### src/rtl/uart_rx_cmd_if.sv
// Keystroke link between the UART receiver and the snake game logic.
// slave = receiver side (samples rx, drives the byte strobe), master = line/consumer side.
interface uart_rx_cmd_if;
  logic       rx;
  logic [7:0] dataRX;
  logic       WR_RX;
  logic       frame_err;
  logic       busy;

  modport slave (
    input  rx,
    output dataRX,
    output WR_RX,
    output frame_err,
    output busy
  );

  modport master (
    output rx,
    input  dataRX,
    input  WR_RX,
    input  frame_err,
    input  busy
  );
endinterface

### src/rtl/uart_rx_cmd.sv
// uart_rx_cmd: 8N1 UART receiver delivering host keystroke bytes as dataRX/WR_RX in px_clk.
// Define UART_RX_PARITY_EN for 8E1 framing; a parity mismatch is reported as frame_err.
module uart_rx_cmd #(
  parameter int CLK_HZ = 31_500_000,
  parameter int BAUD   = 115_200
) (
  input  logic          px_clk,
  input  logic          rst,
  uart_rx_cmd_if.slave  bus
);
  localparam int CLKS_PER_BIT = CLK_HZ / BAUD;
  localparam int CW           = $clog2(CLKS_PER_BIT);
  localparam logic [CW-1:0] HALF_CNT = CW'(CLKS_PER_BIT / 2 - 1);
  localparam logic [CW-1:0] FULL_CNT = CW'(CLKS_PER_BIT - 1);
  localparam logic [CW-1:0] ONE_CNT  = CW'(1);

`ifdef UART_RX_PARITY_EN
  typedef enum logic [2:0] {IDLE, START, DATA, PARITY, STOP, ERR} state_t;
`else
  typedef enum logic [2:0] {IDLE, START, DATA, STOP, ERR} state_t;
`endif

  state_t          state_reg, state_next;
  logic [1:0]      sync_reg;
  logic            rxs;
  logic [CW-1:0]   clk_cnt_reg, clk_cnt_next;
  logic [2:0]      bit_cnt_reg, bit_cnt_next;
  logic [7:0]      shreg_reg, shreg_next;
  logic [7:0]      data_reg, data_next;
  logic            wr_reg, wr_next;
  logic            ferr_reg, ferr_next;
  logic            par_ok;

  // Two-flop synchronizer; both stages come out of reset as an idle (high) line.
  always_ff @(posedge px_clk or posedge rst) begin
    if (rst) sync_reg <= 2'b11;
    else     sync_reg <= {sync_reg[0], bus.rx};
  end
  assign rxs = sync_reg[1];

`ifdef UART_RX_PARITY_EN
  logic par_bad_reg, par_bad_next;
  always_ff @(posedge px_clk or posedge rst) begin
    if (rst) par_bad_reg <= 1'b0;
    else     par_bad_reg <= par_bad_next;
  end
  assign par_ok = ~par_bad_reg;
`else
  assign par_ok = 1'b1;
`endif

  always_ff @(posedge px_clk or posedge rst) begin
    if (rst) begin
      state_reg   <= IDLE;
      clk_cnt_reg <= '0;
      bit_cnt_reg <= '0;
      shreg_reg   <= '0;
      data_reg    <= '0;
      wr_reg      <= 1'b0;
      ferr_reg    <= 1'b0;
    end else begin
      state_reg   <= state_next;
      clk_cnt_reg <= clk_cnt_next;
      bit_cnt_reg <= bit_cnt_next;
      shreg_reg   <= shreg_next;
      data_reg    <= data_next;
      wr_reg      <= wr_next;
      ferr_reg    <= ferr_next;
    end
  end

  always_comb begin
    state_next   = state_reg;
    clk_cnt_next = clk_cnt_reg;
    bit_cnt_next = bit_cnt_reg;
    shreg_next   = shreg_reg;
    data_next    = data_reg;
    wr_next      = 1'b0;
    ferr_next    = 1'b0;
`ifdef UART_RX_PARITY_EN
    par_bad_next = par_bad_reg;
`endif
    case (state_reg)
      IDLE: begin
        if (!rxs) begin
          state_next   = START;
          clk_cnt_next = '0;
        end
      end
      // Half a bit in, the start bit must still be low or it was a glitch.
      START: begin
        if (clk_cnt_reg == HALF_CNT) begin
          clk_cnt_next = '0;
          bit_cnt_next = '0;
          state_next   = rxs ? IDLE : DATA;
        end else begin
          clk_cnt_next = clk_cnt_reg + ONE_CNT;
        end
      end
      DATA: begin
        if (clk_cnt_reg == FULL_CNT) begin
          clk_cnt_next = '0;
          shreg_next   = {rxs, shreg_reg[7:1]};
          bit_cnt_next = bit_cnt_reg + 3'd1;
          if (bit_cnt_reg == 3'd7) begin
`ifdef UART_RX_PARITY_EN
            state_next = PARITY;
`else
            state_next = STOP;
`endif
          end
        end else begin
          clk_cnt_next = clk_cnt_reg + ONE_CNT;
        end
      end
`ifdef UART_RX_PARITY_EN
      // Even parity: data plus parity bit must hold an even number of ones.
      PARITY: begin
        if (clk_cnt_reg == FULL_CNT) begin
          clk_cnt_next = '0;
          par_bad_next = ^{rxs, shreg_reg};
          state_next   = STOP;
        end else begin
          clk_cnt_next = clk_cnt_reg + ONE_CNT;
        end
      end
`endif
      // Leaving at stop-bit middle lets a start bit follow a single stop bit directly.
      STOP: begin
        if (clk_cnt_reg == FULL_CNT) begin
          clk_cnt_next = '0;
          if (rxs && par_ok) begin
            wr_next    = 1'b1;
            data_next  = shreg_reg;
            state_next = IDLE;
          end else if (rxs) begin
            ferr_next  = 1'b1;
            state_next = IDLE;
          end else begin
            ferr_next  = 1'b1;
            state_next = ERR;
          end
        end else begin
          clk_cnt_next = clk_cnt_reg + ONE_CNT;
        end
      end
      ERR: begin
        if (rxs) state_next = IDLE;
      end
      default: state_next = IDLE;
    endcase
  end

  assign bus.dataRX    = data_reg;
  assign bus.WR_RX     = wr_reg;
  assign bus.frame_err = ferr_reg;
  assign bus.busy      = (state_reg != IDLE);
endmodule

### src/flat_wrapper.sv
// flat-port wrapper written by rule: the top's interface ports become plain ports
module uart_rx_cmd_flat 
#(
  parameter int CLK_HZ = 31_500_000,
  parameter int BAUD   = 115_200
)
  (px_clk, rst, bus_rx, bus_dataRX, bus_WR_RX, bus_frame_err, bus_busy);
  uart_rx_cmd_if bus_i ();
  input  logic px_clk;
  input  logic rst;
  input wire logic [$bits(bus_i.rx)-1:0] bus_rx;
  output wire logic [$bits(bus_i.dataRX)-1:0] bus_dataRX;
  output wire logic [$bits(bus_i.WR_RX)-1:0] bus_WR_RX;
  output wire logic [$bits(bus_i.frame_err)-1:0] bus_frame_err;
  output wire logic [$bits(bus_i.busy)-1:0] bus_busy;
  assign bus_i.rx = bus_rx;
  assign bus_dataRX = bus_i.dataRX;
  assign bus_WR_RX = bus_i.WR_RX;
  assign bus_frame_err = bus_i.frame_err;
  assign bus_busy = bus_i.busy;
  uart_rx_cmd #(.CLK_HZ(CLK_HZ), .BAUD(BAUD)) u_core (.px_clk(px_clk), .rst(rst), .bus(bus_i));
endmodule
### config.mk
export PLATFORM = sky130hd
export DESIGN_NAME = uart_rx_cmd_flat
export DESIGN_NICKNAME = d
export VERILOG_FILES = /design/src/rtl/uart_rx_cmd_if.sv /design/src/rtl/uart_rx_cmd.sv /design/src/flat_wrapper.sv
export SDC_FILE = /design/constraint.sdc
export NUM_CORES = 1
export LEC_CHECK = 0
export ABC_AREA = 1
export BUFFER_PORTS_ARGS = -buffer_cell sky130_fd_sc_hd__buf_2
export CORE_AREA = 2 2 78 80
export CTS_CLUSTER_DIAMETER = 50
export CTS_CLUSTER_SIZE = 30
export DETAILED_ROUTE_END_ITERATION = 10
export DIE_AREA = 0 0 80 82
export SETUP_SLACK_MARGIN = 0.05
export SYNTH_ARGS = -nofsm -noshare
export SYNTH_HDL_FRONTEND = slang
export SYNTH_SLANG_ARGS = --single-unit
### constraint.sdc
create_clock -name px_clk -period 2.3 [get_ports px_clk]
set_clock_uncertainty 0.05 [all_clocks]
set_input_delay 0.23 -clock px_clk [delete_from_list [all_inputs] [get_ports px_clk]]
set_output_delay 0.23 -clock px_clk [all_outputs]
set_load 0.02 [all_outputs]
# --- Word level (Yosys, flattened, before mapping) ---
# Index checks and enable logic that the tools add are counted.
word_totals:
  elab_cells: 55
  inputBits: 3
  output_inout_bits: 11
  register_bits: 35
op_classes:
  mux: 22
  addsub: 2
  n_reduce_logical: 10
  n_eq_ne: 13
op_table:
  columns: ["operator", "count"]
  rows:
  - ["$mux 3", 9]
  - ["$mux 9", 3]
  - ["$pmux 9 s3", 1]
  - ["$pmux 3 s5", 1]
  - ["$ne 2x1->1 const B", 5]
  - ["$add 9x1->9 const B", 1]
  - ["$eq 9x8->1 const B", 1]
  - ["$eq 9x9->1 const B", 1]
  - ["$eq 3x2->1 const B", 2]
  - ["$eq 3x3->1 const B", 2]
  - ["$mux 1", 6]
  - ["$pmux 3 s2", 1]
  - ["$reduce_and 3->1", 2]
  - ["$reduce_and 6->1", 1]
  - ["$reduce_bool 3->1", 2]
  - ["$reduce_and 2->1", 2]
  - ["$add 3x1->3 const B", 1]
  - ["$eq 3x1->1 const B", 1]
  - ["$logic_not 3->1", 1]
  - ["$mux 2", 1]
  - ["$ne 2x2->1 const B", 1]
  - ["$reduce_bool 2->1", 1]
  - ["$reduce_or 2->1", 1]

# --- Depth between registers and ports, before layout ---
# Gate-level depths: netlist (run 1).
logic_depth:
  depth_word: 4
  mapped_depth: 11
  depth_no_buf: 11

# --- Least setup slack after synthesis (run 1) ---
# OpenSTA, ideal clock, no wires.
synth_path:
  path_type: "reg-to-reg"
  from: "reg u_core.clk_cnt_reg[0]"
  to: "reg u_core.data_reg[0], in the netlist u_core.bus.dataRX[0]"
  path_stages_with_launch: 9
  arrival_ns: 1.350
  period_less_slack_ns: 1.525
  path_slack_ns: 0.775
  path_cell_list: "dfrtp_1 > inv_1 > ha_1 > nand2_1 > nor2_1 > nand2_2 > nor3_4 > buf_6 > o21ai_0"
synth_between:
  elab_chain_len: 2
synth_rtl:
  columns: ["element", "line", "rtl"]
  rows:
  - ["from (decl)", "uart_rx_cmd.sv:26", "logic [CW-1:0] clk_cnt_reg, clk_cnt_next;"]
  - ["from (signal assigned)", "uart_rx_cmd.sv:63", "clk_cnt_reg <= clk_cnt_next;"]
  - ["$eq 9x9->1", "uart_rx_cmd.sv:130", "if (clk_cnt_reg == FULL_CNT) begin"]
  - ["$reduce_and 3->1 (no line)", null, null]
  - ["to (signal assigned)", "uart_rx_cmd.sv:66", "data_reg <= data_next;"]
  - ["to (decl)", "uart_rx_cmd.sv:29", "logic [7:0] data_reg, data_next;"]
# No other way between the ends.
# A chain may end at the register's enable or synchronous reset.

# --- Worst setup path after layout (run 1) ---
layout_path:
  from: "reg u_core.clk_cnt_reg[0]"
  to: "reg u_core.data_reg[1], in the netlist u_core.bus.dataRX[1]"
# Same word-level chain as after synthesis.

==> results of run 1 <==
critical path, cell delays in order, from the launching register on:
cell     delay, ns
dfrtp_1       0.39
inv_1         0.09
ha_1          0.15
nand2_1       0.05
nor2_1        0.17
nand2_2       0.11
nor3_4        0.47
o21ai_0       0.18
logic make-up after synthesis:
group                      after synthesis  share of synthesized area [%]
and+or+nand+nor                        104                           26.9
DFF                                     35                           52.3
buffers and inverters                   33                           8.58
AOI/OAI and AO/OA                       21                           7.08
xor gates and xnor gates                 4                           2.09
adders and majority gates                4                           2.98
through the flow:
step	std cells	power, mW	hold WS, ns
finish	297	1.19	0.307
global route	297	1.24	0.320
CTS	297	1.21	0.308
detailed placement	287	0.650	0.286
global placement	287	0.650	0.286
floorplan	201	0.643	0.184
worst paths after layout:
path,from,end,cells past startpoint
max,u_core.clk_cnt_reg[0],u_core.bus.dataRX[1],7
min,u_core.sync_reg[0],u_core.sync_reg[1],0
max reg2reg,u_core.clk_cnt_reg[0],u_core.bus.dataRX[1],7
min reg2reg,u_core.sync_reg[0],u_core.sync_reg[1],0
max in group asynchronous,rst,u_core.sync_reg[1],4
min in group asynchronous,rst,u_core.bus.dataRX[6],4
synth_stat cells, drive strengths merged:
cell | count | share of area (%)
dfstp | 2 | 3.1
nand2 | 61 | 14
ha | 4 | 3.0
nor2 | 17 | 4.3
a21oi | 4 | 1.2
clkinv | 1 | 0.30
buf | 5 | 2.2
o21ai | 15 | 4.9
nor3 | 5 | 2.2
dfrtp | 33 | 49
nand3 | 19 | 5.7
a21o | 1 | 0.45
xor2 | 4 | 2.1
nand4 | 2 | 0.75
inv | 27 | 6.0
a31o | 1 | 0.52
layout by cell type, fill, tap and decap left out, types with 2 or more instances in the layout:
master	instances
xor2_1	4
nor2_1	16
nand3_1	19
nand2_1	58
buf_4	3
dlygate4sd3_1	2
nand2_2	3
nand4_1	2
clkinv_2	2
clkbuf_8	5
ha_1	4
nor3_1	4
inv_2	2
buf_2	13
dfrtp_1	33
a21oi_1	4
dfstp_2	2
inv_1	25
o21ai_0	12
o21ai_2	2
repair_timing:
action / in CTS / in global routing
endpoints found under the hold margin: 34 / 0
hold buffers: 2 / 0
setup buffers: 0 / 0
per-layer routing:
| metal | vias up | global-route usage [%] |
|---|---|---|
| li1 | 667 | - |
| met1 | 591 | 14.2 |
| met2 | 20 | 17.3 |
| met3 | 8 | 2.97 |
| met4 | 0 | 5.76 |
| met5 | - | 0 |
power by group through the flow:
stage	Combinational, mW	Sequential (mW)	Clock [mW]
2_1_floorplan	0.0118	0.631	0
3_3_place_gp	0.0190	0.631	0
3_5_place_dp	0.0189	0.631	0
4_1_cts	0.0214	0.619	0.569
5_1_grt	0.0243	0.619	0.598
6_report	0.0201	0.619	0.553
layout make-up:
| type | count | share of cell area, % |
|---|---|---|
| tap | 75 | 4.80 |
| clock inverter | 3 | 2.24 |
| timing repair buffer | 18 | 5.51 |
| sequential | 35 | 44.9 |
| clock buffer | 5 | 3.52 |
| multi-input combinational | 133 | 33.5 |
| inverter | 28 | 5.44 |
==> metrics.md, run 1 <==
| Metric | Value |
|---|---|
| Sequential Area | a little under 900 sq um |
| Wire length of the first global-routing pass | about 5700 microns |
| Ys Warns | 0 |
| FILL cells | 614 |
| Input/output buffers | 13 |
| Post-DP HPWL | between 2000 and 2500 microns |
| Total grt overflow | 0 |
| Setup TNS Final | 0 ns |
| Residual DRC | 0 |
| Relative slew slack | 60.7% |
| Leak | between 1 and 1.5 nW |
| CTS HTree Levels | 2 |
| Seq pwr share | a little over half |
| #FFs+latches synth | 35 |
| Final setup violation count | 0 |
| Max Used Layer | met4 |
| Finished Cell Area | between 1500 and 2000 sq um |
| Logic gate share of total power | 1.7% |
| CTS tree | yes |
| Avg Inst Size Synth | 8.35 sq um |
| Initial Util | between 20% and 30% |
| P&R area growth vs syn | 16.5% |
| Worst Setup End Kind | flip-flop |
| Die Width | around 80 microns |
| Met2 routed WL | ~1300 microns |
| Syn nets | approximately 210 |
| Max Cap Violations | 0 |
| Antenna Nets Post-Route | 0 |
| Internal reg-to-reg setup slack | roughly 0.50 ns |
| Status | finished clean |
| Later-pin clock latency in the skew report | a little under 0.3 ns |
| Cell-internal power | ~950 uW |
| Max IR drop VDD | ~0.00018 V |
| Row Count | 28 |
| Placement Setup Slack | ~0.44 ns |
| Antenna Cells | 0 |
| Root buf cell | clkbuf_8 |
| Least-Margin Pin Slew | roughly 0.59 ns |
| Worst Setup Start Kind | flip-flop |
| Max FFs per register | 9 |
| Final hold vios | 0 |
| DR WL/cell | just over 10 microns |
| Antenna violations before repair | 0 |
| Core Area | around 5700 sq um |
| Final net count | around 230 |
| Die Y | around 82 microns |
| WL met3 | ~110 microns |
| Number of buffers created by CTS | 5 |
| Largest net degree at the start of global routing | 36 |
| Sw Ratio | ~20% |
| Clock Pin Slew Worst Setup and Hold Paths | 0.08 ns |
| RSZ-0062 raised after global routing | false |
| Clock Power Share | between 40% and 50% |
| WS Path Type | reg2reg |
| Vias per Instance | between 4 and 5 |
| Critical Path AT | approximately 1.9 ns |
| Share of layout cells above drive strength 1 | between 15 and 20% |
| Vias | about 1300 |
| Library cells used by synthesis | 23 |
| Final WL | 3060 microns |
| Psw | roughly 250 uW |
| Die Area | between 6000 and 7000 sq um |
| PwrDens | between 600 and 700 nW/um^2 |
| Post-CTS Resized | 0 |
| Vias in the first global route | ~1300 |
| Clk sink count | 35 |
| Placed inst area | 1820 sq um |
| Worst Slack Setup Final | 0.496 ns |
| CP required | around 2.4 ns |
| Finished Core Util | around a third |
| Tot GR Track Use | approximately 11% |
| Mapped Area | around 1700 sq um |
| Worst Hold Class | reg2reg |
| Multi-input gate area | about 660 sq um |
| Fin crit share | ~78% |
| 1st-iter DRT viols | slightly above 80 |
| Initial DRT Pass Iterations | 4 |
| M1 wire length | ~1500 microns |
| Max Slew Vio Count | 0 |
| IO Pins | 14 |
| Tmin final | between 1.5 and 2 ns |
| Syn Inst Count | roughly 200 |
| Final Wtd Congestion | roughly 0.8 |
| Fmax | 0.554 GHz |
| Max Buffers Root-to-Sink | 2 |
| Critical path peak fanout | 17 |
| Post-synthesis sequential area ratio | 52.3% |
Power figures use the tool's default switching activity.
==> run 2: changes to the inputs <==
- clock period: 2.3 -> 1.9 ns (I/O delays scaled with it)
==> run 2 against run 1 <==
  * Largest power group unchanged
  * Clock-buffer cell count rose by 1
  * Combinational power rose by 22%
  * Largest cell class unchanged
  * Cell count rose by 0.34%
  * Critical path depth rose by 2
==> metrics.md, run 2 (same netlist as run 1, synthesis figures left out) <==
| Metric | Value |
|---|---|
| Setup TNS Final | 0 ns (unchanged) |
| 1st-iter DRT viols | 96 (was 82) |
| Relative slew slack | 71.1% (was 60.7%) |
| Antenna Cells | 0 (unchanged) |
| Wire length of the first global-routing pass | 5530 microns (was 5660 microns) |
| Critical path peak fanout | 5 (was 17) |
| Max Slew Vio Count | 0 (unchanged) |
| Fin crit share | 86.1% (was 78.4%) |
| Worst Setup Start Kind | flip-flop (unchanged) |
| Worst Slack Setup Final | 0.264 ns (was 0.496 ns) |
| Die Width | 80 microns (unchanged) |
| Slowest stage cell, crit path | dfrtp_1 (was nor3_4) |
| Leak | 1.02 nW (was 1.03 nW) |
| IO Pins | 14 (unchanged) |
| Die Area | 6560 sq um (unchanged) |
| Final Wtd Congestion | 0.809 (was 0.800) |
| P&R area growth vs syn | 15.6% (was 16.5%) |
| Commonest non-fill, non-tap cell in the layout | nand2_1 (unchanged) |
| Placed instance count | 288 (was 287) |
| Root buf cell | clkbuf_8 (unchanged) |
| Placement Setup Slack | 0.194 ns (was 0.441 ns) |
| Fmax | 0.611 GHz (was 0.554 GHz) |
| Die Y | 82 microns (unchanged) |
| PwrDens | 667 nW/um^2 (was 610 nW/um^2) |
| Worst Setup End Kind | flip-flop (unchanged) |
| Antenna violations before repair | 0 (unchanged) |
| Max IR drop VDD | 0.000271 V (was 0.000177 V) |
| FILL cells | 620 (was 614) |
| Hold path depth | 0 (unchanged) |
| Initial DRT Pass Iterations | 4 (unchanged) |
| Layout Cells excl Fill | 298 (was 297) |
| Final WL | 2990 microns (was 3060 microns) |
| Vias in the first global route | 1237 (was 1261) |
| WS Path Type | reg2reg (unchanged) |
| Final hold vios | 0 (unchanged) |
| Crit path max-delay family | simple AND/OR/NAND/NOR gates (unchanged) |
| Share of layout cells above drive strength 1 | 17.5% (was 16.7%) |
| Post-DP HPWL | 2060 microns (was 2180 microns) |
| Input/output buffers | 13 (unchanged) |
| Number of buffers created by CTS | 5 (unchanged) |
| Row Count | 28 (unchanged) |
| Tot GR Track Use | 10.9% (was 11.1%) |
| CTS tree | yes (unchanged) |
| Crit-path max cell delay | 0.39 ns (was 0.47 ns) |
| Clk sink count | 35 (unchanged) |
| Clock Pin Slew Worst Setup and Hold Paths | 0.07 ns (was 0.08 ns) |
| Vias | 1283 (was 1286) |
| DR WL/cell | 10.0 microns (was 10.3 microns) |
| Largest net degree at the start of global routing | 36 (unchanged) |
| WP depth | 9 (was 7) |
| Final setup violation count | 0 (unchanged) |
| Vias per Instance | 4.31 (was 4.33) |
| Tmin final | 1.64 ns (was 1.80 ns) |
| CTS HTree Levels | 2 (unchanged) |
| Least-Margin Pin Slew | 0.434 ns (was 0.588 ns) |
| Residual DRC | 0 (unchanged) |
| Worst Hold Class | reg2reg (unchanged) |
| Status | finished clean (unchanged) |
| Initial Util | 29.2% (unchanged) |
| Postcts setup bufs | 0 (unchanged) |
| CP required | 2.02 ns (was 2.40 ns) |
| RSZ-0062 raised after global routing | false (unchanged) |
| CP dominant cell by count | nand2_1 |
| Total grt overflow | 0 (unchanged) |
| Final net count | 229 (was 228) |
| Max Buffers Root-to-Sink | 2 (unchanged) |
| Crit path buffers/inverters | 1 (unchanged) |
| Antenna Nets Post-Route | 0 (unchanged) |
| Later-pin clock latency in the skew report | 0.29 ns (about the same) |
| Worst-path cell chain | inv_1 -> ha_1 -> nand2_1 -> nor2_1 -> nand2_2 -> nand2_1 -> nand2_1 -> nor2_2 -> nor2_1 (was inv_1 -> ha_1 -> nand2_1 -> nor2_1 -> nand2_2 -> nor3_4 -> o21ai_0) |
| R2R depth | 9 (was 7) |
| Max Cap Violations | 0 (unchanged) |
| Most frequent cells in the layout | nand2_1, dfrtp_1, inv_1, nand3_1, nor2_1 (unchanged) |
| Critical Path AT | 1.76 ns (was 1.91 ns) |
| Core Area | 5750 sq um (unchanged) |
| Max FFs per register | 9 (unchanged) |
-- run 2: cell types whose count changed in the layout (fill, tap and decap cells not counted) --
cell,change
buf_4,+1
nand2_1,-1
bufinv_16,-1
clkbuf_1,+1
nand2_2,+1
nor2_1,-1
clkinv_4,-1
nor2_2,+1
clkinvlp_4,+1
-- run 2: path summary, 6_finish.rpt --
check                                 startpoint                    end  slack [ns]
hold / removal                u_core.sync_reg[0]     u_core.sync_reg[1]        0.31
setup / recovery           u_core.clk_cnt_reg[0]  u_core.clk_cnt_reg[5]        0.26
setup reg to reg           u_core.clk_cnt_reg[0]  u_core.clk_cnt_reg[5]        0.26
max in group asynchronous                    rst     u_core.sync_reg[0]        0.98
min in group asynchronous                    rst   u_core.bus.dataRX[6]        0.49
hold reg to reg               u_core.sync_reg[0]     u_core.sync_reg[1]        0.31
-- run 2: layout make-up --
| type | instances | area [sq um] | area share [%] |
|---|---|---|---|
| well taps | 75 | 93.8 | 4.84 |
| clock inverters | 2 | 12.5 | 0.645 |
| multi-input cells | 133 | 661 | 34.1 |
| clock buffers | 6 | 72.6 | 3.74 |
| repair buffers | 19 | 115 | 5.94 |
| inverters | 28 | 106 | 5.48 |
| flip-flops and latches | 35 | 878 | 45.3 |
-- run 2: what timing repair did --
| item | 4_1_cts | 5_1_grt |
|---|---|---|
| endpoints found under the hold margin | 34 | 0 |
| hold buffers | 2 | 0 |
| endpoints found under the setup margin | 0 | 4 |
| gates resized for setup | 0 | 2 |
-- run 2: power by group --
group	leakage [nW]	internal [mW]	total, mW	switching [mW]
Combinational	0.507	0.00688	0.0246	0.0177
Clock	0.0412	0.256	0.520	0.264
Sequential	0.467	0.749	0.750	0.00102
Total	1.02	1.01	1.29	0.283
-- run 2: layer usage --
metal / vias up / GRT usage (%) / wire [microns]
met4: 0 / 5.08 / 63
met3: 6 / 3.30 / 105
met2: 22 / 16.2 / 1270
met1: 582 / 14.6 / 1550
li1: 673 / - / -
met5: - / 0 / 0
-- run 2: per-stage QoR --
| stage | hold slack [ns] | instance area [sq um] | total power [mW] | utilization, % |
|---|---|---|---|---|
| finish | 0.307 | 1940 | 1.29 | 33.8 |
| global route | 0.321 | 1940 | 1.36 | 33.8 |
| CTS | 0.309 | 1930 | 1.32 | 33.7 |
| detailed placement | 0.253 | 1830 | 0.787 | 31.8 |
| global placement | 0.252 | 1830 | 0.787 | 31.8 |
| floorplan | 0.144 | 1680 | 0.778 | - |
==> run 3: changes to the inputs <==
- CORE_AREA: 2 2 78 80 -> 2 2 65 67
- CTS_BUF_LIST: unset -> sky130_fd_sc_hd__clkbuf_4 sky130_fd_sc_hd__clkbuf_8
- DIE_AREA: 0 0 80 82 -> 0 0 67 69
==> run 3 against run 2 <==
  * Maximum frequency up 0.86%
  * Critical path depth unchanged
  * Sequential power about the same
  * Global-route usage up 4.4 points
  * Worst setup slack better by 0.014 ns
  * Critical path type unchanged
  * Power up 22%
  * Via count up 0.62%
  * Clock-buffer cell count unchanged
  * Routed wire length up 1.1%
  * Register-to-register slack about the same
==> metrics.md, run 3 (same netlist as run 1, synthesis figures left out) <==
| Metric | Value |
|---|---|
| Vias per Instance | 4.71 (was 4.31) |
| Setup TNS Final | 0 ns (unchanged) |
| Slowest stage cell, crit path | dfrtp_1 (unchanged) |
| Relative slew slack | 66.8% (was 71.1%) |
| Antenna Nets Post-Route | 0 (unchanged) |
| Total grt overflow | 0 (unchanged) |
| Worst Slack Setup Final | 0.278 ns (was 0.264 ns) |
| Postcts setup bufs | 0 (unchanged) |
| Min Hold Slack | 0.307 ns (about the same) |
| Internal reg-to-reg setup slack | 0.28 ns (was 0.26 ns) |
| Antenna violations before repair | 0 (unchanged) |
| Max Cap Violations | 0 (unchanged) |
| Initial DRT Pass Iterations | 4 (unchanged) |
| Least-Margin Pin Slew | 0.494 ns (was 0.434 ns) |
| Die Area | 4620 sq um (was 6560 sq um) |
| Fmax | 0.616 GHz (was 0.611 GHz) |
| Tmin final | 1.62 ns (was 1.64 ns) |
| Die Y | 69 microns (was 82 microns) |
| IO Pins | 14 (unchanged) |
| Die Width | 67 microns (was 80 microns) |
| RR Startpoint | u_core.clk_cnt_reg[0] (unchanged) |
| Hold path depth | 0 (unchanged) |
| Post-DP HPWL | 2090 microns (was 2060 microns) |
| Largest net degree at the start of global routing | 36 (unchanged) |
| Final Wtd Congestion | 0.765 (was 0.809) |
| Critical path peak fanout | 5 (unchanged) |
| FILL cells | 405 (was 620) |
| Final net count | 230 (was 229) |
| Max Slew Vio Count | 0 (unchanged) |
| Tot GR Track Use | 15.3% (was 10.9%) |
| Antenna Cells | 0 (unchanged) |
| Multi-input gate area | 661 sq um (unchanged) |
| Input/output buffers | 13 (unchanged) |
| Final WL | 3020 microns (was 2990 microns) |
| Wire length of the first global-routing pass | 5490 microns (was 5530 microns) |
| Final setup violation count | 0 (unchanged) |
| WS Path Type | reg2reg (unchanged) |
| Fin crit share | 85.4% (was 86.1%) |
| CTS tree | yes (unchanged) |
| CP required | 2.03 ns (was 2.02 ns) |
| Max IR drop VDD | 0.000612 V (was 0.000271 V) |
| DR WL/cell | 11.0 microns (was 10.0 microns) |
| Critical Path AT | 1.75 ns (was 1.76 ns) |
| Worst Setup End Kind | flip-flop (unchanged) |
| Worst-path cell chain | inv_1 -> ha_1 -> nand2_1 -> nor2_1 -> nand2_2 -> nand2_1 -> nand2_1 -> nor2_2 -> nor2_1 (unchanged) |
| R2R depth | 9 (unchanged) |
| Clock Pin Slew Worst Setup and Hold Paths | 0.07 ns (about the same) |
| CTS HTree Levels | 2 (unchanged) |
| Layout Cells excl Fill | 274 (was 298) |
| RSZ-0062 raised after global routing | false (unchanged) |
| Sequential Area | 878 sq um (unchanged) |
| Max Buffers Root-to-Sink | 2 (unchanged) |
| Crit-path max cell delay | 0.40 ns (was 0.39 ns) |
| Min-delay src | u_core.sync_reg[0] (unchanged) |
| 1st-iter DRT viols | 40 (was 96) |
| Tot Pwr | 1.58 mW (was 1.29 mW) |
| Worst Setup Start Kind | flip-flop (unchanged) |
| FF-to-FF End | u_core.clk_cnt_reg[3] (was u_core.clk_cnt_reg[5]) |
| Row Count | 23 (was 28) |
| Most frequent cells in the layout | nand2_1, dfrtp_1, inv_1, nand3_1, nor2_1 (unchanged) |
| Status | finished clean (unchanged) |
| Vias | 1291 (was 1283) |
| Leak | 1.05 nW (was 1.02 nW) |
| PwrDens | 805 nW/um^2 (was 667 nW/um^2) |
| Clk sink count | 35 (unchanged) |
| P&R area growth vs syn | 17.2% (was 15.6%) |
| CP dominant cell by count | nand2_1 (unchanged) |
| Residual DRC | 0 (unchanged) |
| WHS Endpoint | u_core.sync_reg[1] (unchanged) |
| Worst Hold Class | reg2reg (unchanged) |
| Max FFs per register | 9 (unchanged) |
| Share of layout cells above drive strength 1 | 18.3% (was 17.5%) |
| Initial Util | 42.9% (was 29.2%) |
| Placement Setup Slack | 0.201 ns (was 0.194 ns) |
| Root buf cell | clkbuf_8 (unchanged) |
| Vias in the first global route | 1217 (was 1237) |
| Placed instance count | 264 (was 288) |
| Later-pin clock latency in the skew report | 0.29 ns (about the same) |
| Number of buffers created by CTS | 5 (unchanged) |
| Final hold vios | 0 (unchanged) |
| Commonest non-fill, non-tap cell in the layout | nand2_1 (unchanged) |
| Core Area | 3910 sq um (was 5750 sq um) |
==> run 3: cell count changes in the layout (fill, tap and decap cells not counted), sizes merged <==
cell	delta
bufinv	+2
buf	+1
clkinv	-1
clkinvlp	-1
==> run 3: what timing repair did <==
| action | in CTS | in global routing |
|---|---|---|
| gates resized for setup | 0 | 2 |
| endpoints found under the hold margin | 34 | 0 |
| hold buffers | 2 | 0 |
| setup endpoints to repair | 0 | 6 |
==> run 3: critical path: cells and delay by family (launching register included) <==
family        cells  cell delay [ns]
flops             1             0.40
fa+ha+maj         1             0.14
simple gates      7             0.83
buf+inv           1             0.10
==> run 3: through the flow <==
step | utilization, % | instance area [sq um]
3_5_place_dp | 46.1 | 1810
5_1_grt | 50.3 | 1970
6_report | 50.3 | 1970
4_1_cts | 50.1 | 1960
3_3_place_gp | 46.1 | 1810
2_1_floorplan | - | 1680
==> run 3: final cells by class <==
type,instances,area share [%]
inverter,28,5.41
clock inverter,2,3.05
tap,50,3.18
sequential,35,44.7
clock buffer,6,3.88
timing repair buffer,20,6.23
multi-input combinational,133,33.6
==> run 3: worst max-delay path by stage <==
| stage | start | end | slack [ns] |
|---|---|---|---|
| after floorplan | u_core.clk_cnt_reg[0] | u_core.bus.dataRX[0] | 0.37 |
| after global placement | u_core.clk_cnt_reg[0] | u_core.clk_cnt_reg[5] | 0.25 |
| after detailed placement | u_core.clk_cnt_reg[0] | u_core.bit_cnt_reg[0] | 0.20 |
| after CTS | u_core.clk_cnt_reg[0] | u_core.bit_cnt_reg[0] | 0.19 |
| after global routing | u_core.clk_cnt_reg[1] | u_core.clk_cnt_reg[3] | 0.10 |
| final | u_core.clk_cnt_reg[0] | u_core.clk_cnt_reg[3] | 0.28 |
==> run 3: per-layer routing <==
metal,global-route usage [%],vias to the layer above,wire (microns)
li1,-,675,-
met1,22.1,597,1560
met2,21.9,14,1300
met3,4.89,5,110
met4,4.76,0,50
met5,0,-,0
==> run 3: power breakdown <==
group / switching [mW] / internal [mW] / leakage [nW]
Sequential: 0.00115 / 0.749 / 0.467
Combinational: 0.0176 / 0.00688 / 0.511
Clock: 0.270 / 0.539 / 0.0688
Total: 0.288 / 1.29 / 1.05
